==> src/rtl/mem_port_arbiter_if.sv <==
// Bundle of every signal between the arbiter, the core's IF and MEM stages and the memory macro.
// Latency: none; this interface carries signals only.
// Backpressure: the requester holds req/addr/wdata until ready; the stall lines freeze the pipeline meanwhile.
//   slave  : arbiter view (requests and ram_rdata in; ready/rdata/ram_*/stall out)
//   master : core + memory view (the opposite directions)
interface mem_port_arbiter_if #(
  parameter int ADDR_WIDTH = 32,
  parameter int DATA_WIDTH = 32
);
  // instruction-fetch port
  logic                  if_req;
  logic [ADDR_WIDTH-1:0] if_addr;
  logic [DATA_WIDTH-1:0] if_rdata;
  logic                  if_ready;
  // data (MEM-stage) port
  logic                  mem_rd;
  logic                  mem_wr;
  logic [ADDR_WIDTH-1:0] mem_addr;
  logic [DATA_WIDTH-1:0] mem_wdata;
  logic [DATA_WIDTH-1:0] mem_rdata;
  logic                  mem_ready;
  // memory macro
  logic                  ram_en;
  logic                  ram_we;
  logic [ADDR_WIDTH-1:0] ram_addr;
  logic [DATA_WIDTH-1:0] ram_wdata;
  logic [DATA_WIDTH-1:0] ram_rdata;
  // pipeline hold enables
  logic                  stall_front;
  logic                  stall_back;

  modport slave (
    input  if_req, if_addr, mem_rd, mem_wr, mem_addr, mem_wdata, ram_rdata,
    output if_rdata, if_ready, mem_rdata, mem_ready,
           ram_en, ram_we, ram_addr, ram_wdata, stall_front, stall_back
  );

  modport master (
    output if_req, if_addr, mem_rd, mem_wr, mem_addr, mem_wdata, ram_rdata,
    input  if_rdata, if_ready, mem_rdata, mem_ready,
           ram_en, ram_we, ram_addr, ram_wdata, stall_front, stall_back
  );
endinterface

==> src/rtl/mem_port_arbiter.sv <==
// Shares one single-port memory between instruction fetch and the MEM stage, and drives the pipeline stall enables.
// Latency: a request seen while idle completes WAIT_STATES cycles later; a queued fetch completes within 2*WAIT_STATES.
// Backpressure: requesters hold their request until ready; stall_front/stall_back freeze the pipeline meanwhile.
//   Ports: clk, reset (async, active low), bus (mem_port_arbiter_if.slave).
//   Optional macro MEM_PORT_ARBITER_PERF_EN adds saturating counters perf_if_grants,
//   perf_mem_grants and perf_stall_cycles, each PERF_WIDTH bits wide.
module mem_port_arbiter #(
  parameter int ADDR_WIDTH  = 32,
  parameter int DATA_WIDTH  = 32,
  parameter int WAIT_STATES = 1    // 1..15
`ifdef MEM_PORT_ARBITER_PERF_EN
  , parameter int PERF_WIDTH = 32
`endif
) (
  input  logic                  clk,
  input  logic                  reset,
  mem_port_arbiter_if.slave     bus
`ifdef MEM_PORT_ARBITER_PERF_EN
  , output logic [PERF_WIDTH-1:0] perf_if_grants
  , output logic [PERF_WIDTH-1:0] perf_mem_grants
  , output logic [PERF_WIDTH-1:0] perf_stall_cycles
`endif
);

  typedef enum logic [1:0] {IDLE, GRANT_IF, GRANT_MEM} state_t;

  localparam logic [3:0] WS = 4'(WAIT_STATES);

  state_t     state_q, state_d;
  logic [3:0] cnt_q, cnt_d;
  // Write/read decision is captured on grant so a request dropped mid-access still commits.
  logic       we_q, we_d;

  logic                  mem_req;
  logic                  done;
  logic                  if_ready_c;
  logic                  mem_ready_c;
  logic [ADDR_WIDTH-1:0] ram_addr_c;
  logic [DATA_WIDTH-1:0] ram_wdata_c;
  logic                  stall_back_c;
  logic                  stall_front_c;

  assign mem_req = bus.mem_rd | bus.mem_wr;
  assign done    = (cnt_q == 4'd1);

  always_ff @(posedge clk or negedge reset) begin
    if (!reset) begin
      state_q <= IDLE;
      cnt_q   <= '0;
      we_q    <= 1'b0;
    end else begin
      state_q <= state_d;
      cnt_q   <= cnt_d;
      we_q    <= we_d;
    end
  end

  always_comb begin
    state_d       = state_q;
    cnt_d         = cnt_q;
    we_d          = we_q;
    bus.ram_en    = 1'b0;
    bus.ram_we    = 1'b0;
    ram_addr_c    = '0;
    ram_wdata_c   = '0;
    if_ready_c    = 1'b0;
    mem_ready_c   = 1'b0;
    bus.if_rdata  = '0;
    bus.mem_rdata = '0;

    case (state_q)
      IDLE: begin
        // Data port wins: it carries the older instruction.
        if (mem_req) begin
          state_d = GRANT_MEM;
          cnt_d   = WS;
          we_d    = bus.mem_wr;
        end else if (bus.if_req) begin
          state_d = GRANT_IF;
          cnt_d   = WS;
          we_d    = 1'b0;
        end
      end

      GRANT_IF: begin
        bus.ram_en  = 1'b1;
        ram_addr_c  = bus.if_addr;
        ram_wdata_c = bus.mem_wdata;
        cnt_d       = cnt_q - 4'd1;
        if (done) begin
          if_ready_c   = 1'b1;
          bus.if_rdata = bus.ram_rdata;
          // Hand over straight to a waiting data access; never re-grant the completing port.
          if (mem_req) begin
            state_d = GRANT_MEM;
            cnt_d   = WS;
            we_d    = bus.mem_wr;
          end else begin
            state_d = IDLE;
          end
        end
      end

      GRANT_MEM: begin
        bus.ram_en  = 1'b1;
        bus.ram_we  = we_q;
        ram_addr_c  = bus.mem_addr;
        ram_wdata_c = bus.mem_wdata;
        cnt_d       = cnt_q - 4'd1;
        if (done) begin
          mem_ready_c   = 1'b1;
          bus.mem_rdata = bus.ram_rdata;
          if (bus.if_req) begin
            state_d = GRANT_IF;
            cnt_d   = WS;
            we_d    = 1'b0;
          end else begin
            state_d = IDLE;
            we_d    = 1'b0;
          end
        end
      end

      default: begin
        state_d = IDLE;
        cnt_d   = '0;
        we_d    = 1'b0;
      end
    endcase
  end

  assign stall_back_c  = mem_req & ~mem_ready_c;
  assign stall_front_c = stall_back_c | (bus.if_req & ~if_ready_c);

  assign bus.ram_addr    = ram_addr_c;
  assign bus.ram_wdata   = ram_wdata_c;
  assign bus.if_ready    = if_ready_c;
  assign bus.mem_ready   = mem_ready_c;
  assign bus.stall_back  = stall_back_c;
  assign bus.stall_front = stall_front_c;

`ifdef MEM_PORT_ARBITER_PERF_EN
  always_ff @(posedge clk or negedge reset) begin
    if (!reset) begin
      perf_if_grants    <= '0;
      perf_mem_grants   <= '0;
      perf_stall_cycles <= '0;
    end else begin
      if (if_ready_c && (perf_if_grants != '1))
        perf_if_grants <= perf_if_grants + PERF_WIDTH'(1);
      if (mem_ready_c && (perf_mem_grants != '1))
        perf_mem_grants <= perf_mem_grants + PERF_WIDTH'(1);
      if (stall_front_c && (perf_stall_cycles != '1))
        perf_stall_cycles <= perf_stall_cycles + PERF_WIDTH'(1);
    end
  end
`endif

endmodule

==> src/flat_wrapper.sv <==
// flat-port wrapper written by rule: the top's interface ports become plain ports
module mem_port_arbiter_flat 
#(
  parameter int ADDR_WIDTH  = 32,
  parameter int DATA_WIDTH  = 32,
  parameter int WAIT_STATES = 1            

)
  (clk, reset, bus_if_req, bus_if_addr, bus_mem_rd, bus_mem_wr, bus_mem_addr, bus_mem_wdata, bus_ram_rdata, bus_if_rdata, bus_if_ready, bus_mem_rdata, bus_mem_ready, bus_ram_en, bus_ram_we, bus_ram_addr, bus_ram_wdata, bus_stall_front, bus_stall_back);
  mem_port_arbiter_if #(.ADDR_WIDTH(ADDR_WIDTH), .DATA_WIDTH(DATA_WIDTH)) bus_i ();
  input  logic clk;
  input  logic reset;
  input wire logic [$bits(bus_i.if_req)-1:0] bus_if_req;
  input wire logic [$bits(bus_i.if_addr)-1:0] bus_if_addr;
  input wire logic [$bits(bus_i.mem_rd)-1:0] bus_mem_rd;
  input wire logic [$bits(bus_i.mem_wr)-1:0] bus_mem_wr;
  input wire logic [$bits(bus_i.mem_addr)-1:0] bus_mem_addr;
  input wire logic [$bits(bus_i.mem_wdata)-1:0] bus_mem_wdata;
  input wire logic [$bits(bus_i.ram_rdata)-1:0] bus_ram_rdata;
  output wire logic [$bits(bus_i.if_rdata)-1:0] bus_if_rdata;
  output wire logic [$bits(bus_i.if_ready)-1:0] bus_if_ready;
  output wire logic [$bits(bus_i.mem_rdata)-1:0] bus_mem_rdata;
  output wire logic [$bits(bus_i.mem_ready)-1:0] bus_mem_ready;
  output wire logic [$bits(bus_i.ram_en)-1:0] bus_ram_en;
  output wire logic [$bits(bus_i.ram_we)-1:0] bus_ram_we;
  output wire logic [$bits(bus_i.ram_addr)-1:0] bus_ram_addr;
  output wire logic [$bits(bus_i.ram_wdata)-1:0] bus_ram_wdata;
  output wire logic [$bits(bus_i.stall_front)-1:0] bus_stall_front;
  output wire logic [$bits(bus_i.stall_back)-1:0] bus_stall_back;
  assign bus_i.if_req = bus_if_req;
  assign bus_i.if_addr = bus_if_addr;
  assign bus_i.mem_rd = bus_mem_rd;
  assign bus_i.mem_wr = bus_mem_wr;
  assign bus_i.mem_addr = bus_mem_addr;
  assign bus_i.mem_wdata = bus_mem_wdata;
  assign bus_i.ram_rdata = bus_ram_rdata;
  assign bus_if_rdata = bus_i.if_rdata;
  assign bus_if_ready = bus_i.if_ready;
  assign bus_mem_rdata = bus_i.mem_rdata;
  assign bus_mem_ready = bus_i.mem_ready;
  assign bus_ram_en = bus_i.ram_en;
  assign bus_ram_we = bus_i.ram_we;
  assign bus_ram_addr = bus_i.ram_addr;
  assign bus_ram_wdata = bus_i.ram_wdata;
  assign bus_stall_front = bus_i.stall_front;
  assign bus_stall_back = bus_i.stall_back;
  mem_port_arbiter #(.ADDR_WIDTH(ADDR_WIDTH), .DATA_WIDTH(DATA_WIDTH), .WAIT_STATES(WAIT_STATES)) u_core (.clk(clk), .reset(reset), .bus(bus_i));
endmodule
==> config.mk <==
export PLATFORM = sky130hd
export DESIGN_NAME = mem_port_arbiter_flat
export DESIGN_NICKNAME = d
export VERILOG_FILES = /design/src/rtl/mem_port_arbiter_if.sv /design/src/rtl/mem_port_arbiter.sv /design/src/flat_wrapper.sv
export SDC_FILE = /design/constraint.sdc
export NUM_CORES = 1
export LEC_CHECK = 0
export ABC_AREA = 1
export CORE_AREA = 2 2 103 105
export DETAILED_ROUTE_END_ITERATION = 16
export DIE_AREA = 0 0 105 107
export PLACE_DENSITY = 0.77
export SLEW_MARGIN = 5
export SYNTH_ARGS = -nofsm -noshare
export SYNTH_HDL_FRONTEND = slang
export SYNTH_SLANG_ARGS = --single-unit
export TNS_END_PERCENT = 50
==> constraint.sdc <==
create_clock -name clk -period 3.1 [get_ports clk]
set_clock_uncertainty 0.15 [all_clocks]
set_input_delay 0.62 -clock clk [delete_from_list [all_inputs] [get_ports clk]]
set_output_delay 0.62 -clock clk [all_outputs]
set_load 0.05 [all_outputs]
* Word-level counts from Yosys, hierarchy flattened
Index checks and enable logic that the tools add are counted.
** Storage, ports and cells
- Input bits :: 133
- Register bits after elaboration :: 7
- Logic and storage cells :: 51
- Output and inout bits :: 134
** Cells by class
- Reductions and logical operators :: 4
- Mux-type cells :: 30
- Bitwise gates (word level) :: 6
- Eq/ne operators :: 7
- Add/sub/neg operators :: 1
** Operators with widths (number)
- 32-bit two-way mux :: 4
- 32-bit case mux with 2 select lines :: 1
- 4-bit two-way mux :: 6
- 4-bit case mux with 3 select lines :: 1
- 1-bit two-way mux :: 11
- 2-bit two-way mux :: 5
- 2-bit by 1-bit != test with 1-bit output (second input constant) :: 3
- 2-bit case mux with 3 select lines :: 1
- 4-bit by 1-bit equality test with 1-bit output (second input constant) :: 1
- 4-bit AND reduction :: 1
- 4-bit by 1-bit subtractor with 4-bit output (second input constant) :: 1
- 3-bit by 2-bit != test with 1-bit output (second input constant) :: 1
- 1-bit case mux with 3 select lines :: 1
- 3-bit AND reduction :: 1
- 1-bit AND :: 2
- 2-bit by 1-bit equality test with 1-bit output (second input constant) :: 1
- 2-bit equality test (second input constant) :: 1
- 2-bit logical NOT :: 1
- 1-bit NOT :: 2
- 1-bit OR :: 2
- 2-bit OR reduction :: 1

* Logic depth before layout (Yosys ltp)
Gate-level depths: netlist of the first run.
- Word-level depth :: 6
- Mapped depth :: 9
- Gate-level depth less buffers :: 8

* Least setup slack after synthesis of the first run
OpenSTA, ideal clock, no wires.
- Path type :: register to output
- Start :: register u_core.state_q[1]
- End :: output bus_ram_addr[0]
- Path slack :: 39 ps
- Stages on the path, launching flop included :: 7
- Buffers on the path :: 2
- Arrival time :: 2291 ps
- Data required time :: 2330 ps
- Cell sequence :: dfrtp_1 inv_1 ha_1 clkbuf_1 inv_1 clkbuf_1 a21oi_1
** On the way
- Longest elaborated chain between the ends :: 2
- Elaborated cells on any way between the ends :: 3
- Those cells by class :: eq/ne: 2; mux: 1
** Ends and longest elaborated chain
- from (decl) :: line mem_port_arbiter.sv:29 : state_t state_q, state_d;
- from (signal assigned) :: line mem_port_arbiter.sv:52 : state_q <= state_d;
- 2-bit equality test / 2-bit by 1-bit equality test with 1-bit output (equally long branches) :: line mem_port_arbiter.sv:71 : case (state_q)
- 32-bit case mux with 2 select lines * :: line mem_port_arbiter.sv:71
- to (decl) :: line flat_wrapper.sv:26 : output wire logic [$bits(bus_i.ram_addr)-1:0] bus_ram_addr;
Mark *: on every way between the ends. The rest lies on a longest branch, timed or not.

* Worst setup path in the final report of the first run
- Start :: register u_core.state_q[0]
- End :: output bus_stall_front
** On the way
- Longest elaborated chain between the ends :: 5
- Elaborated cells on any way between the ends :: 9
- Those cells by class :: eq/ne: 2; mux: 2; bitwise: 5
** Ends and longest elaborated chain
- 2-bit equality test / 2-bit by 1-bit equality test with 1-bit output (equally long branches) :: line mem_port_arbiter.sv:71
- 1-bit two-way mux :: line mem_port_arbiter.sv:71
- 1-bit NOT (on tied branches) :: line mem_port_arbiter.sv:132, mem_port_arbiter.sv:133
- 1-bit AND (on tied branches) :: line mem_port_arbiter.sv:132, mem_port_arbiter.sv:133
- 1-bit OR * :: line mem_port_arbiter.sv:133 : assign stall_front_c = stall_back_c | (bus.if_req & ~if_ready_c);
- to (decl) :: line flat_wrapper.sv:28 : output wire logic [$bits(bus_i.stall_front)-1:0] bus_stall_front;
Marks and branches as above.

==> results.cfg, run 1 <==
[timing]
final.period_utilization_pct = 91.2
maxSlewHeadroom_pct = 56.7
rsz0062_at_grt = no
drv_slew = 0
worst_slew_pin_slew_ns = 0.648
setup_tns_ns = 0
max_freq_ghz = 0.354
finalSetupViolations = 0
finalCriticalPeriod_ns = 2.83
finalHoldViolations = 0

[worst_setup_path]
cp_num_buf_inv = 4
worstPathCellList = inv_1, ha_1, inv_1, nor2_4, inv_2, nand2_1, o21ai_0, buf_4
rr_endpoint = u_core.state_q[0]$_DFFE_PN0P_
worstPathArrival_ns = 2.06
cp_common_cell = inv_1
r2r_slack_ns = 1.34
critPathMaxFanout = 33
start_kind = flop
critPathTopFamily = buffers and inverters
ff2ff_path_depth = 7
slowest_delay_ns = 0.48
r2r-start = u_core.state_q[0]$_DFFE_PN0P_
cp-end-kind = primary output
cpMaxStageDelayCell = inv_2
crit_type = flop to primary output
required_ns = 2.33

[synthesis]
ys_ff_latch = 7
syn_area_mm2 = 0.00197
synth_warnings = 0
ys.flop_type = dfrtp_1
syn_nets = 497
yosysTopAreaCell = nand2_1
synth_most_common_cell = nand2_1
synth-edff-count = 0
synth_common_cells = nand2_1, inv_1, a21oi_1
synth_cells = 358
synth.area.top_cells = nand2_1, nor2_4, inv_1
seq_area_frac_synth_pct = 8.88
yosysTopAreaCellShare_pct = 22.3
synthArstFlopShare_pct = 100
synth_area_per_cell_um2 = 5.51
synth_cell_types = 24

[power_and_ir_drop]
vdd_ir_drop_max_mv = 0.625
power.internal_mw = 2.37
p_switching_mw = 3.07
swShare_pct = 56.4
p_per_area_mw_per_mm2 = 897
clkPwrFrac_pct = 2.3
pwr-share-seq_pct = 3.0
p_comb_share_pct = 94.7
leakage_nw = 2.77

[route]
drcViolationCount = 0
first_pass_iters = 4
dr_total_vias = 3109
initialDrtViolationCount = 134
drt-total-wl_mm = 10.2
avgViaCountPerCell = 4.15
ant_nets = 0
drt-wirelength-per-cell_um = 13.6

[cts]
cts.reportedPaths.clkPinSlew_ns = 0.04
clockBufferDepth = 2
post_cts_buffers = 0
cts_num_sinks = 7
cts_hold_buf = 0
h-tree-depth = 1
clk_latency_ns = 0.22
cts_root_buf = clkbuf_8
cts_buffers = 3
ctsResizeCount = 0
cts_tree = done

[die]
die_w_um = 105
coreArea_mm2 = 0.0101
die_h_um = 107
rows = 37
die_area_mm2 = 0.0112
boundaryPins = 267
start_util_pct = 19.6

[hold_path]
hp-start = u_core.we_q$_DFFE_PN0P_
hold_class = flop to flop
min_path_cells = 2
hold_path_end = u_core.we_q$_DFFE_PN0P_

[finish]
fin_nets = 753
drive_gt1_share_pct = 31.2
postLayoutCoreUtil_pct = 60.1
instances_no_fill = 749
n_antenna_cell = 0
syn2layout_area_growth_pct = 207

[global_route]
globalRouteTotalUtil_pct = 17.0
grt_use_met1_pct = 16.4
grt-ovfl-total = 0
use_met2_pct = 34.9
use_met3_pct = 4.80
antenna_found_initial = 0
grt_pass1_vias = 3194
grt_max_degree = 37
grt_pass1_wl_mm = 15.7
busiest_layer = met2

[run_status]
status = finished clean

[placed_design]
dp_cells = 745
port_buffers = 266
hpwlAfterDp_mm = 9.03
finalWeightedCongestion = 0.848

[job]
drv_cap = 0
tightest hold or removal path: stages (launching register included):
cell	delay (ns)
dfrtp_1	0.35
o21ai_0	0.09
nand2_1	0.06
layout make-up:
class,count,area (um2)
Timing Repair Buffer,272,4040
Fill cell,814,4030
Clock buffer,4,45.0
Multi-Input combinational cell,247,1320
Inverter,83,314
Sequential cell,7,175
Tap cell,136,170
power groups by stage:
stage / logic, mW / clock network, mW / registers (mW)
3_5_place_dp: 5.19 / 0 / 0.166
5_1_grt: 5.39 / 0.134 / 0.168
2_1_floorplan: 2.71 / 0 / 0.156
3_3_place_gp: 5.09 / 0 / 0.159
4_1_cts: 5.20 / 0.129 / 0.164
6_report: 5.15 / 0.124 / 0.164
worst max-delay path by stage:
stage                            to                           from  slack (ns)  depth (start not counted)
floorplan           bus_ram_addr[0]  u_core.state_q[1]$_DFFE_PN0P_        0.04                          6
global placement    bus_stall_front    u_core.cnt_q[0]$_DFFE_PN0P_        0.53                          7
detailed placement  bus_stall_front  u_core.state_q[0]$_DFFE_PN0P_        0.48                          8
CTS                 bus_stall_front    u_core.cnt_q[0]$_DFFE_PN0P_        0.24                          7
global route        bus_stall_front  u_core.state_q[0]$_DFFE_PN0P_        0.16                          8
finish              bus_stall_front  u_core.state_q[0]$_DFFE_PN0P_        0.27                          8
state kept, by name, summed over array words and instances (netlist names):
register,flops
u_core.we_q,1
u_core.cnt_q,4
u_core.state_q,2
through the flow:
step | setup WS [ns] | cell area [um2] | hold WS [ns] | total power, mW
after CTS | 0.242 | 6060 | 0.374 | 5.49
final | 0.274 | 6060 | 0.381 | 5.44
after floorplan | 0.0387 | 1970 | 0.174 | 2.87
after global placement | 0.528 | 6020 | 0.360 | 5.25
after detailed placement | 0.483 | 6020 | 0.367 | 5.35
after global routing | 0.158 | 6060 | 0.431 | 5.69
layer usage:
metal	up-vias	wire (um)
li1	1539	-
met1	1373	3340
met2	179	5700
met3	18	887
met4	0	247
met5	-	0
layout by cell type (no fill, tap or decap):
master | netlist | layout
a21oi_1 | 36 | 36
nor2_2 | 15 | 15
inv_4 | 1 | 1
nor2_1 | 27 | 27
clkbuf_8 | 0 | 3
dfrtp_1 | 7 | 7
buf_12 | 3 | 133
o2bb2ai_1 | 1 | 1
buf_4 | 0 | 7
ha_1 | 6 | 6
nor2_4 | 27 | 27
xor2_1 | 1 | 1
o22ai_1 | 1 | 1
nand4_1 | 1 | 1
o21ai_2 | 1 | 1
clkdlybuf4s50_1 | 0 | 132
nand3_1 | 6 | 6
nand2_1 | 117 | 117
nor2_8 | 1 | 1
inv_1 | 80 | 80
o21ai_0 | 4 | 4
inv_2 | 2 | 2
nor3_1 | 2 | 2
nand2_4 | 1 | 1
clkbuf_1 | 7 | 1
cell families after synthesis:
group,synth area share [%]
xor gates and xnor gates,0.444
adders and majority gates,3.80
and+or+nand+nor,51.5
AOI/OAI and AO/OA,11.4
buffers and inverters,24.0
DFF,8.88
(Power assumes the default switching activity.)
==> inputs of run 2 (changes only) <==
--- a/config.mk
+++ b/config.mk
@@ -9,7 +9,10 @@
 export CORE_AREA = 2 2 103 105
 export DETAILED_ROUTE_END_ITERATION = 16
 export DIE_AREA = 0 0 105 107
+export GPL_TIMING_DRIVEN = 0
 export PLACE_DENSITY = 0.77
+export RECOVER_POWER = 100
+export REMOVE_ABC_BUFFERS = 1
 export SLEW_MARGIN = 5
 export SYNTH_ARGS = -nofsm -noshare
 export SYNTH_HDL_FRONTEND = slang
==> run 2 against run 1 <==
Final cell count up 0.40%. Clock power barely moved. Fmax down 5.9%. Non-clock buffer count is the same. Sequential cell count unchanged. Wire length down 2.6%. Cell area shrank 31%. Total power fell by 27%. Register-to-register slack lost 0.09 ns. Sequential power rose by 4%. Largest cell class unchanged.
==> results.cfg, run 2 (synthesis gave the netlist of run 1 again) <==
[finish]
largest_reg_flops = 4
fin_nets = 754
reg_top3 = u_core.cnt_q (4), u_core.state_q (2), u_core.we_q (1)
postLayoutCoreUtil_pct = 41.4
drive_gt1_share_pct = 26.1
final_common_cell = clkdlybuf4s50_1
final_cell_mix = clkdlybuf4s50_1, nand2_1, inv_1, clkbuf_2, a21oi_1
syn2layout_area_growth_pct = 112
regMostFlops = u_core.cnt_q

[die]
die_w_um = 105
boundaryPins = 267
start_util_pct = 19.6
die_h_um = 107
rows = 37
coreArea_mm2 = 0.0101
die_area_mm2 = 0.0112

[power_and_ir_drop]
leakage_nw = 2.17
clkPwrFrac_pct = 3.1
p_comb_share_pct = 92.6
p_switching_mw = 2.89
p_per_area_mw_per_mm2 = 950
vdd_ir_drop_max_mv = 0.800
swShare_pct = 72.8
power.internal_mw = 1.08
pwr-share-seq_pct = 4.3

[job]
drv_cap = 0

[cts]
cts_buffers = 3
cts_num_sinks = 7
cts_hold_buf = 0
cts_root_buf = clkbuf_8
clockBufferDepth = 2
clk_latency_ns = 0.22
cts.reportedPaths.clkPinSlew_ns = 0.04
h-tree-depth = 1
cts_tree = done

[timing]
drv_slew = 0
layout_setup_ws_ns = 0.0958
finalSetupViolations = 0
max_freq_ghz = 0.333
maxSlewHeadroom_pct = 56.4
finalHoldViolations = 0
final.period_utilization_pct = 96.9
finalCriticalPeriod_ns = 3.00
worst_slew_pin_slew_ns = 0.657

[hold_path]
hold_path_end = u_core.we_q$_DFFE_PN0P_
hp-start = u_core.we_q$_DFFE_PN0P_
min_path_cells = 2
hold_class = flop to flop

[placed_design]
finalWeightedCongestion = 0.890
port_buffers = 266
hpwlAfterDp_mm = 7.69
place_ws_ns = -1.11

[route]
initialDrtViolationCount = 164
drt-wirelength-per-cell_um = 13.2
first_pass_iters = 4
avgViaCountPerCell = 4.13
dr_total_vias = 3104
ant_nets = 0
drt-total-wl_mm = 9.91
drcViolationCount = 0

[global_route]
grt-ovfl-total = 0
globalRouteTotalUtil_pct = 15.9
antenna_found_initial = 2
grt_max_degree = 36
grt_pass1_wl_mm = 14.5
grt_pass1_vias = 2967

[run_status]
status = finished clean

[worst_setup_path]
critPathMaxFanout = 35
rr_endpoint = u_core.state_q[1]$_DFFE_PN0P_
r2r-start = u_core.state_q[1]$_DFFE_PN0P_
required_ns = 2.33
crit_type = flop to primary output
worstPathArrival_ns = 2.23
r2r_slack_ns = 1.25
ff2ff_path_depth = 7
cp-end-kind = primary output
start_kind = flop
[run 2: cell types whose count changed in the layout (fill, tap and decap cells not counted), sizes merged]
cell	change
buf	-124
clkbuf	+110
clkdlybuf4s15	+8
clkdlybuf4s18	+3
dlygate4sd3	+3
clkinvlp	+2
diode	+2
clkdlybuf4s50	-1
dlygate4sd2	+1
inv	-1
[run 2: final cells by class]
type | instances | area, um2
Multi-Input combinational cell | 247 | 1360
Clock buffer | 4 | 45.0
Timing Repair inverter | 1 | 7.51
Antenna cell | 2 | 5.00
Tap cell | 136 | 170
Sequential cell | 7 | 175
Fill cell | 1125 | 5910
Inverter | 83 | 325
Timing Repair Buffer | 272 | 2090
[run 2: worst max-delay path by stage]
stage	startpoint	endpoint	slack (ns)	cells after the start
detailed placement	u_core.state_q[1]$_DFFE_PN0P_	bus_ram_addr[22]	-1.11	5
global route	u_core.state_q[0]$_DFFE_PN0P_	bus_stall_front	-0.003	8
global placement	u_core.state_q[1]$_DFFE_PN0P_	bus_ram_addr[22]	-1.09	5
CTS	u_core.state_q[1]$_DFFE_PN0P_	bus_ram_addr[19]	0.002	6
finish	u_core.state_q[1]$_DFFE_PN0P_	bus_ram_addr[15]	0.1	6
floorplan	u_core.state_q[1]$_DFFE_PN0P_	bus_ram_addr[0]	-0.66	4
[run 2: repair_timing]
action	4_1_cts	5_1_grt
gates resized for setup	174	189
buffers inserted	6	0
setup endpoints to repair	134	127
pin swaps	1	0
gates cloned	1	0
[run 2: through the flow]
stage	power, mW	instance area (um2)	cells	TNS [ns]	hold WS, ns
finish	3.97	4180	752	0	0.345
global route	4.19	4180	752	-0.00279	0.401
CTS	4.29	4760	750	0	0.345
detailed placement	4.09	4650	739	-102.31	0.337
global placement	4.06	4650	739	-96.30	0.336
floorplan	2.75	1810	337	-34.61	0.174
[run 2: layer usage]
metal,vias to the layer above,wire (um),global-route usage [%]
li1,1548,-,-
met2,210,5160,30.6
met5,-,0,0
met1,1336,3670,17.0
met3,10,957,3.95
met4,0,122,4.29
[run 2: critical path, stage by stage (launching register included)]
cell and delay (ns):
dfrtp_1 0.44, inv_1 0.15, ha_4 0.52, clkinvlp_4 0.16
buf_4 0.21, a21oi_1 0.13, clkdlybuf4s15_2 0.39
[run 2: power groups by stage]
| stage | clock (mW) | combinational, mW | sequential, mW |
|---|---|---|---|
| after floorplan | 0 | 2.60 | 0.156 |
| after global placement | 0 | 3.90 | 0.161 |
| after detailed placement | 0 | 3.93 | 0.165 |
| after CTS | 0.127 | 3.99 | 0.168 |
| after global routing | 0.132 | 3.89 | 0.173 |
| final | 0.124 | 3.68 | 0.170 |
==> inputs of run 3 (changes only) <==
--- a/config.mk
+++ b/config.mk
@@ -13,6 +13,7 @@
 export PLACE_DENSITY = 0.77
 export RECOVER_POWER = 100
 export REMOVE_ABC_BUFFERS = 1
+export SETUP_SLACK_MARGIN = 0.02
 export SLEW_MARGIN = 5
 export SYNTH_ARGS = -nofsm -noshare
 export SYNTH_HDL_FRONTEND = slang
==> run 3 against run 2 <==
Sequential share of layout area is 0.081 points higher. Wire length is 0.54% higher. Worst setup slack better by 0.015 ns. Critical path depth is 1 lower. Final cell count stayed put. Hold slack better by 0.00056 ns. Fmax is 0.49% higher. Non-clock buffer count stayed put. Sequential cell count stayed put. Via count is 0.23% higher. Sequential power hardly changed. Critical path type unchanged. Largest power group unchanged. Highest routed layer unchanged.
==> results.cfg, run 3 (synthesis gave the netlist of run 1 again) <==
[run_status]
status = finished clean

[global_route]
grt-ovfl-total = 0
grt_max_degree = 36
grt_pass1_wl_mm = 14.5
antenna_found_initial = 2
globalRouteTotalUtil_pct = 15.8
grt_pass1_vias = 2961

[cts]
cts.reportedPaths.clkPinSlew_ns = 0.04
cts_num_sinks = 7
h-tree-depth = 1
clockBufferDepth = 2
cts_root_buf = clkbuf_8
cts_tree = done
cts_buffers = 3
clk_latency_ns = 0.22

[finish]
multi_input_area_mm2 = 0.00119
final_common_cell = clkdlybuf4s50_1
final_cell_mix = clkdlybuf4s50_1, nand2_1, inv_1, clkbuf_2, nor2_1
drive_gt1_share_pct = 21.0
postLayoutCoreUtil_pct = 40.6
syn2layout_area_growth_pct = 108
fin_nets = 754
final_area_mm2 = 0.00410
instances_no_fill = 752
regMostFlops = u_core.cnt_q
seq_area_um2 = 175
largest_reg_flops = 4
fillers = 1156
reg_top3 = u_core.cnt_q (4), u_core.state_q (2), u_core.we_q (1)

[route]
dr_total_vias = 3111
drcViolationCount = 0
avgViaCountPerCell = 4.14
drt-wirelength-per-cell_um = 13.3
top_layer_used = met4
dr_wl_met3_um = 998
initialDrtViolationCount = 170
wl_met1_mm = 3.68
route.met2.wl_mm = 5.13
ant_nets = 0
drt-total-wl_mm = 9.96
first_pass_iters = 4

[timing]
finalSetupViolations = 0
final.period_utilization_pct = 96.4
drv_slew = 0
setup_tns_ns = 0
maxSlewHeadroom_pct = 56.5
finalCriticalPeriod_ns = 2.99
max_freq_ghz = 0.334
worst_slew_pin_slew_ns = 0.655
finalHoldViolations = 0
holdWs_ns = 0.345
rsz0062_at_grt = yes
layout_setup_ws_ns = 0.110

[power_and_ir_drop]
vdd_ir_drop_max_mv = 0.840
pwr-share-seq_pct = 4.3
total_power_mw = 3.94
p_comb_share_pct = 92.6
power.internal_mw = 1.09
clkPwrFrac_pct = 3.1
p_switching_mw = 2.85
p_per_area_mw_per_mm2 = 961
swShare_pct = 72.4
leakage_nw = 2.18

[die]
die_area_mm2 = 0.0112
die_h_um = 107
coreArea_mm2 = 0.0101
start_util_pct = 19.6
die_w_um = 105
rows = 37
boundaryPins = 267

[hold_path]
hold_class = flop to flop

[placed_design]
finalWeightedCongestion = 0.890
place_ws_ns = -1.11
dp_cells = 739
hpwlAfterDp_mm = 7.69
placed_area_mm2 = 0.00465
port_buffers = 266

[worst_setup_path]
start_kind = flop
critPathMaxFanout = 20
worstPathArrival_ns = 2.22
crit_type = flop to primary output
cp-end-kind = primary output
required_ns = 2.33

[job]
drv_cap = 0
run 3: changes by cell type in the layout (fill, tap and decap cells not counted), sizes merged:
cell / change
dlygate4sd3: +1
buf: -10
clkbuf: -6
clkdlybuf4s50: -1
dlygate4sd2: +6
clkdlybuf4s18: -2
clkdlybuf4s15: +12
run 3: per-layer routing:
layer / global-route usage, % / vias to the layer above
li1: - / 1546
met1: 17.0 / 1331
met2: 30.5 / 218
met3: 3.95 / 16
met4: 4.38 / 0
met5: 0 / -
run 3: cell type report:
| class | count | area share [%] |
|---|---|---|
| Timing Repair Buffer | 272 | 53.2 |
| Sequential cell | 7 | 4.27 |
| Antenna cell | 2 | 0.122 |
| Timing Repair inverter | 1 | 0.183 |
| Multi-Input combinational cell | 247 | 29.1 |
| Tap cell | 136 | 4.15 |
| Inverter | 83 | 7.93 |
| Clock buffer | 4 | 1.10 |
run 3: worst paths after layout:
path,cells past startpoint,slack (ns),end,startpoint
min in group asynchronous,1,0.58,u_core.cnt_q[0]$_DFFE_PN0P_,reset
max in group asynchronous,1,1.98,u_core.cnt_q[2]$_DFFE_PN0P_,reset
worst max-delay path,5,0.11,bus_ram_we,u_core.state_q[0]$_DFFE_PN0P_
worst min register to register,2,0.35,u_core.we_q$_DFFE_PN0P_,u_core.we_q$_DFFE_PN0P_
worst min-delay path,2,0.35,u_core.we_q$_DFFE_PN0P_,u_core.we_q$_DFFE_PN0P_
worst max register to register,8,1.25,u_core.we_q$_DFFE_PN0P_,u_core.state_q[0]$_DFFE_PN0P_
run 3: critical path, cell delays in order (launching register included):
cell	delay, ns
dfrtp_1	0.42
inv_1	0.18
ha_4	0.36
nand2_1	0.10
inv_1	0.07
dlygate4sd3_1	0.87
run 3: repair_timing:
item,CTS,global route
setup buffers,6,0
cloned,1,0
endpoints found under the setup margin,134,114
pin swaps,1,0
gates resized for setup,236,137
hold buffers,0,0
run 3: power groups by stage:
stage               combinational [mW]  sequential (mW)  clock (mW)
detailed placement                3.93            0.165           0
finish                            3.65            0.170       0.124
floorplan                         2.60            0.156           0
global route                      3.86            0.173       0.132
CTS                               4.00            0.168       0.127
global placement                  3.90            0.161           0
